==> config.mk <==
export PLATFORM = sky130hd
export DESIGN_NAME = instr_download_ctrl
export DESIGN_NICKNAME = d
export VERILOG_FILES = /design/src/rtl/instr_download_ctrl_pkg.sv /design/src/rtl/dl_word_packer.sv /design/src/rtl/instr_download_ctrl.sv
export SDC_FILE = /design/constraint.sdc
export NUM_CORES = 1
export LEC_CHECK = 0
export ABC_AREA = 1
export CAP_MARGIN = 30
export CORE_AREA = 5 5 137 139
export DETAILED_ROUTE_END_ITERATION = 10
export DIE_AREA = 0 0 142 144
export GPL_ROUTABILITY_DRIVEN = 0
export PLACE_DENSITY = 0.59
export SLEW_MARGIN = 30
export SYNTH_ARGS = -nofsm -noshare
export SYNTH_HDL_FRONTEND = slang
export SYNTH_SLANG_ARGS = --single-unit
==> constraint.sdc <==
create_clock -name hb_clk -period 2.7 [get_ports hb_clk]
set_input_delay 0.54 -clock hb_clk [delete_from_list [all_inputs] [get_ports hb_clk]]
set_output_delay 0.54 -clock hb_clk [all_outputs]
set_load 0.005 [all_outputs]
==> src/rtl/instr_download_ctrl_pkg.sv <==
// Shared types for the instruction download path: bus bundles, register offsets, FSM states, STAT layout.
// Pure declarations, no timing or flow control of its own.
`timescale 1ns/1ps
package instr_download_ctrl_pkg;

  localparam int HB_AW = 4;

  typedef struct packed {
    logic [HB_AW-1:0] raddr;
    logic [HB_AW-1:0] waddr;
    logic [31:0]      wdata;
  } hb_slave_t;

  typedef struct packed {
    logic ren;
    logic wen;
  } sel_t;

  typedef enum logic [1:0] {
    DL_IDLE  = 2'd0,
    DL_LOAD  = 2'd1,
    DL_WRITE = 2'd2,
    DL_FLUSH = 2'd3
  } dl_state_e;

  localparam logic [1:0] REG_CTRL  = 2'b00;
  localparam logic [1:0] REG_DATA  = 2'b01;
  localparam logic [1:0] REG_ADDR  = 2'b10;
  localparam logic [1:0] REG_CKSUM = 2'b11;

  localparam int CTRL_START  = 0;
  localparam int CTRL_FINISH = 1;

  // STAT = {26'b0, drop_err, ovf, pending, state[1:0], download_mode}
  function automatic logic [31:0] pack_stat(logic dm, dl_state_e st, logic pending,
                                            logic ovf, logic drop_err);
    pack_stat = {26'b0, drop_err, ovf, pending, st, dm};
  endfunction

endpackage

==> src/rtl/dl_word_packer.sv <==
// Little-endian byte-to-word packer: byte lane shift-in, byte count, zero-padded partial word.
// Captures a byte the cycle push is high; caller must not push while a full word is held.
`timescale 1ns/1ps
module dl_word_packer (
  input  logic        hb_clk,
  input  logic        rst_sync,
  input  logic        clr,
  input  logic        push,
  input  logic        discard,
  input  logic [7:0]  byte_in,
  output logic [2:0]  byte_cnt,
  output logic [31:0] word,
  output logic        last
);

  assign last = (byte_cnt == 3'd3);

  // Lanes are cleared on every restart so a partial word is already zero-padded.
  always_ff @(posedge hb_clk) begin
    if (rst_sync || clr) begin
      byte_cnt <= 3'd0;
      word     <= 32'd0;
    end else if (push) begin
      if (last && discard) begin
        byte_cnt <= 3'd0;
        word     <= 32'd0;
      end else begin
        word[{byte_cnt[1:0], 3'b000} +: 8] <= byte_in;
        byte_cnt <= byte_cnt + 3'd1;
      end
    end
  end

endmodule

==> src/rtl/instr_download_ctrl.sv <==
// XT_HB slave streaming program bytes into instruction RAM as packed words at an auto-incrementing address.
// Read data 1 cycle after ren; an imem write is held stable until imem_ready, bytes arriving meanwhile are dropped.
`timescale 1ns/1ps
module instr_download_ctrl
  import instr_download_ctrl_pkg::*;
#(
  parameter  int IMEM_WORDS = 2048,
  localparam int AW = $clog2(IMEM_WORDS)
) (
  input  logic            hb_clk,
  input  logic            rst_sync,
  input  hb_slave_t       xt_hb,
  input  sel_t            sel,
  output logic [31:0]     rdata,
  input  logic            download_mode,
  output logic            imem_we,
  output logic [AW-1:0]   imem_addr,
  output logic [31:0]     imem_wdata,
  input  logic            imem_ready
);

  dl_state_e     state;
  logic [AW-1:0] addr;
  logic [31:0]   cksum;
  logic          ovf;
  logic          drop_err;

  logic [2:0]    pk_cnt;
  logic [31:0]   pk_word;
  logic          pk_last;

  logic [1:0]    woff;
  logic          ctrl_wr, data_wr, addr_wr;
  logic          start, finish, push, accept;
  logic          unused_bus;

  assign woff    = xt_hb.waddr[1:0];
  assign ctrl_wr = sel.wen && (woff == REG_CTRL);
  assign data_wr = sel.wen && (woff == REG_DATA);
  assign addr_wr = sel.wen && (woff == REG_ADDR);
  assign start   = ctrl_wr && xt_hb.wdata[CTRL_START];
  assign finish  = ctrl_wr && xt_hb.wdata[CTRL_FINISH] && !start;
  assign push    = data_wr && download_mode && (state == DL_LOAD);
  assign accept  = imem_we && imem_ready;

  assign imem_addr  = addr;
  assign imem_wdata = pk_word;
  assign unused_bus = ^{xt_hb.raddr, xt_hb.waddr, xt_hb.wdata};

  dl_word_packer u_packer (
    .hb_clk   (hb_clk),
    .rst_sync (rst_sync),
    .clr      (start || accept),
    .push     (push),
    .discard  (ovf),
    .byte_in  (xt_hb.wdata[7:0]),
    .byte_cnt (pk_cnt),
    .word     (pk_word),
    .last     (pk_last)
  );

  always_ff @(posedge hb_clk) begin
    if (rst_sync) begin
      state    <= DL_IDLE;
      imem_we  <= 1'b0;
      addr     <= '0;
      cksum    <= 32'd0;
      ovf      <= 1'b0;
      drop_err <= 1'b0;
    end else if (start) begin
      state    <= DL_LOAD;
      imem_we  <= 1'b0;
      addr     <= '0;
      cksum    <= 32'd0;
      ovf      <= 1'b0;
      drop_err <= 1'b0;
    end else begin
      if (push)
        cksum <= cksum + {24'b0, xt_hb.wdata[7:0]};
      if (data_wr && download_mode && (state == DL_WRITE || state == DL_FLUSH))
        drop_err <= 1'b1;
      // The last RAM word saturates the address; later words are counted but never written.
      if (accept) begin
        imem_we <= 1'b0;
        if (addr == AW'(IMEM_WORDS - 1))
          ovf <= 1'b1;
        else
          addr <= addr + 1'b1;
      end
      case (state)
        DL_IDLE: begin
          if (addr_wr) begin
            addr <= xt_hb.wdata[AW-1:0];
            ovf  <= 1'b0;
          end
        end
        DL_LOAD: begin
          if (push && pk_last && !ovf) begin
            state   <= DL_WRITE;
            imem_we <= 1'b1;
          end else if (finish) begin
            state <= DL_FLUSH;
          end
        end
        DL_WRITE: begin
          if (accept)
            state <= DL_LOAD;
        end
        DL_FLUSH: begin
          if (accept)
            state <= DL_IDLE;
          else if (!imem_we) begin
            if (pk_cnt != 3'd0 && !ovf)
              imem_we <= 1'b1;
            else
              state <= DL_IDLE;
          end
        end
      endcase
    end
  end

  always_ff @(posedge hb_clk) begin
    if (rst_sync) begin
      rdata <= 32'd0;
    end else if (sel.ren) begin
      case (xt_hb.raddr[1:0])
        REG_CTRL:  rdata <= pack_stat(download_mode, state, imem_we, ovf, drop_err);
        REG_DATA:  rdata <= 32'd0;
        REG_ADDR:  rdata <= 32'(addr);
        REG_CKSUM: rdata <= cksum;
      endcase
    end else begin
      rdata <= 32'd0;
    end
  end

endmodule

==> impl_metrics.yaml <==
run_status:
  status: "completed"
clock_network:
  clockBufferDepth: 2
  htree_levels: 4
  hold_buffers: 0
  cts.sinks: 115
  clockRootBuffer: "clkbuf_16"
  cts_resized: 0
  cts_buffers: 17
  cts_tree: "done"
  insertion_delay_ps: 420
  cts_setup_buffers: 0
  path_clk_slew_ps: 60
logic_synthesis:
  synth_cells: 804
  ys_seq_area_share_pct: 40.9
  netlist_area_mm2: 0.00563
  synth_compound_area_share_pct: 11.7
  synth-seq-cells: 115
  synth_async_sr_flop_share_pct: 0
  yosysWarnings: 0
  synth_top_family_by_area: "simple AND/OR/NAND/NOR gates"
  ys.flop_type: "dfxtp_1"
  synth_mux_area_share_pct: 0
  synthAdderAreaFrac_pct: 3.24
  synth-xor-area-share_pct: 1.09
  ys_types: 44
  syn_avg_cell_area_um2: 7.00
  synth_nets: 864
  synthSimpleGateAreaFrac_pct: 32.8
  synth-edff-count: 0
grt:
  grt_max_degree: 34
  grt.overflow.total: 0
  grt_pass1_wl_um: 26500
  grtUsageTotal_pct: 16.4
  antenna_found_initial: 0
  grt_pass1_vias: 5154
timing:
  slew_headroom_pct: 62.8
  min_period_over_period_pct: 86.2
  period_needed_ps: 2330
  clock.fmax_mhz: 429
  worst_pin_slew_ps: 552
  tns_ps: 0
  hold_violations: 0
  final-max-slew-violation-count: 0
  setup_violations: 0
  clock_skew_ps: 8.34
  rsz0062_at_grt: "false"
layout:
  fin_nets: 983
  multi_input_area_mm2: 0.00275
  fin_util_pct: 43.3
  drive_above_1_share_pct: 8.97
  seq_area_mm2: 0.00230
  final_cells: 1165
  area_growth_pct: 34.9
  nFillCells: 1837
  num_antenna_cells: 0
floorplan:
  die-height_um: 144
  start_util_pct: 32.1
  dieArea_mm2: 0.0204
  core-area_mm2: 0.0175
  die_x_um: 142
  rows: 49
  pin_count: 122
flow_run:
  maxCapViolCount: 0
route:
  drt-wirelength-per-cell_um: 14.1
  dr.pass1.iters: 5
  drc: 0
  via_per_inst: 4.73
  routed_wl_um: 16400
  drtAntennaViolNets: 0
  drtIter0Drc: 336
  vias: 5508
pwr:
  p_leak_nw: 3.11
  vdd_drop_max_mv: 0.417
  power_density_mw_per_mm2: 620
hold_path:
  hold_path.class: "flip-flop to flip-flop"
placement:
  portBuffers: 96
  hpwl_um: 12400
  place_inst: 1133
worst_setup_path:
  cp-start-kind: "primary input"
  cp.arrival_ps: 2630
  rrSetupSlack_ps: 500
  cp.buffers_inverters: 4
  cp.required_ps: 3010
  cp_common_cell: "nand2_1"
  cpMaxStageDelayCell: "clkdlybuf4s50_1"
  critPathMaxFanout: 4
  worst_setup_path_end_kind: "flip-flop"
  path_delay_family: "buffers and inverters"
  crit_chain: "clkdlybuf4s50_1 > ha_1 > inv_1 > fa_1 > inv_1 > nand2_1 > nand2_1 > nand3_1 > nand2_1 > nand2_1 > buf_4 > nor2_4 > nand3_1 > nand2_1 > nor2_1"
  max_stage_delay_ps: 530
  critical_path_class: "primary input to flip-flop"
kinds of logic (layout without fill, tap and decap cells):
kind of cell,count (synthesis),count (layout)
adder cells (fa/ha/maj),14,14
flip-flops,115,115
AO/OA/AOI/OAI,118,118
XOR/XNOR,7,7
AND/OR/NAND/NOR,408,408
buffers and inverters,142,274
tightest hold or removal path, stage by stage (launching register included):
cell and delay, ps:
dfxtp_1 310, nand2_1 60, a21oi_1 50
per-layer routing:
| metal | GRT usage (%) | wire [µm] |
|---|---|---|
| met1 | 22.5 | 7860 |
| met2 | 24.8 | 7180 |
| met3 | 3.87 | 969 |
| met4 | 6.52 | 389 |
| met5 | 0 | 0 |
path summary, 6_finish.rpt:
| path | start | endpoint | depth (start not counted) |
|---|---|---|---|
| worst max-delay path | xt_hb[0] | cksum[30] | 15 |
| worst min-delay path | u_packer.word[16] | u_packer.word[16] | 2 |
| worst max register to register | u_packer.byte_cnt[0] | state[0] | 10 |
| worst min register to register | u_packer.word[16] | u_packer.word[16] | 2 |
placed cells by master (no fill, tap or decap), drive strengths merged, types with 13 or more instances in the layout:
cell type / synthesis / routed
nor3: 34 / 34
inv: 119 / 119
nand3: 64 / 64
ha: 13 / 13
a21oi: 57 / 57
nand4: 17 / 17
buf: 15 / 26
o21ai: 39 / 39
nand2: 179 / 179
clkbuf: 7 / 19
clkdlybuf4s50: 0 / 96
nor2: 102 / 102
dfxtp: 115 / 115
per-stage QoR:
step           power, W  setup slack, ps  instance area, µm²  hold WS, ps
4_1_cts         0.00476              374                7590          467
2_1_floorplan   0.00211              638                5630          436
5_1_grt         0.00490              217                7590          485
6_report        0.00471              371                7590          463
3_5_place_dp    0.00228            -65.3                6940          459
3_3_place_gp    0.00228            -39.1                6940          453
cell usage after synthesis (3+ instances only):
master	instances	share of area, %
nor2_4	4	0.80
a21oi_1	56	5.0
nand2_1	177	12
inv_1	113	7.5
nor3_1	30	2.7
a22oi_1	5	0.67
a31oi_1	4	0.44
nand3_1	62	5.5
xor2_1	5	0.78
o21ai_0	38	3.4
ha_1	13	2.9
inv_2	6	0.40
nor2_1	93	6.2
nand4_1	17	1.9
o211ai_1	3	0.40
clkbuf_1	7	0.47
nor3_2	3	0.53
dfxtp_1	115	41
buf_2	5	0.44
o22ai_1	5	0.56
nor2_2	4	0.44
buf_4	5	0.67
buf_6	3	0.60
nor3b_1	5	0.67
sequential cells by signal, summed over array words and instances (netlist names):
name	count
state	2
drop_err	1
cksum	32
u_packer.byte_cnt	3
ovf	1
rdata	32
imem_we	1
u_packer.word	32
imem_addr	11
report_power, final:
| group | switching (W) | internal (W) | total (W) |
|---|---|---|---|
| combinational | 0.000267 | 0.000181 | 0.000448 |
| sequential | 0.0000544 | 0.00174 | 0.00179 |
| clock | 0.000814 | 0.00166 | 0.00247 |
layout make-up:
class                           count  area share [%]
Multi-Input combinational cell    547            36.2
Sequential cell                   115            30.3
Timing Repair Buffer              122            15.2
Inverter                          120            5.93
Clock buffer                       19            5.83
Tap cell                          229            3.77
Clock inverter                     13            2.74
Power figures use the tool's default switching activity.
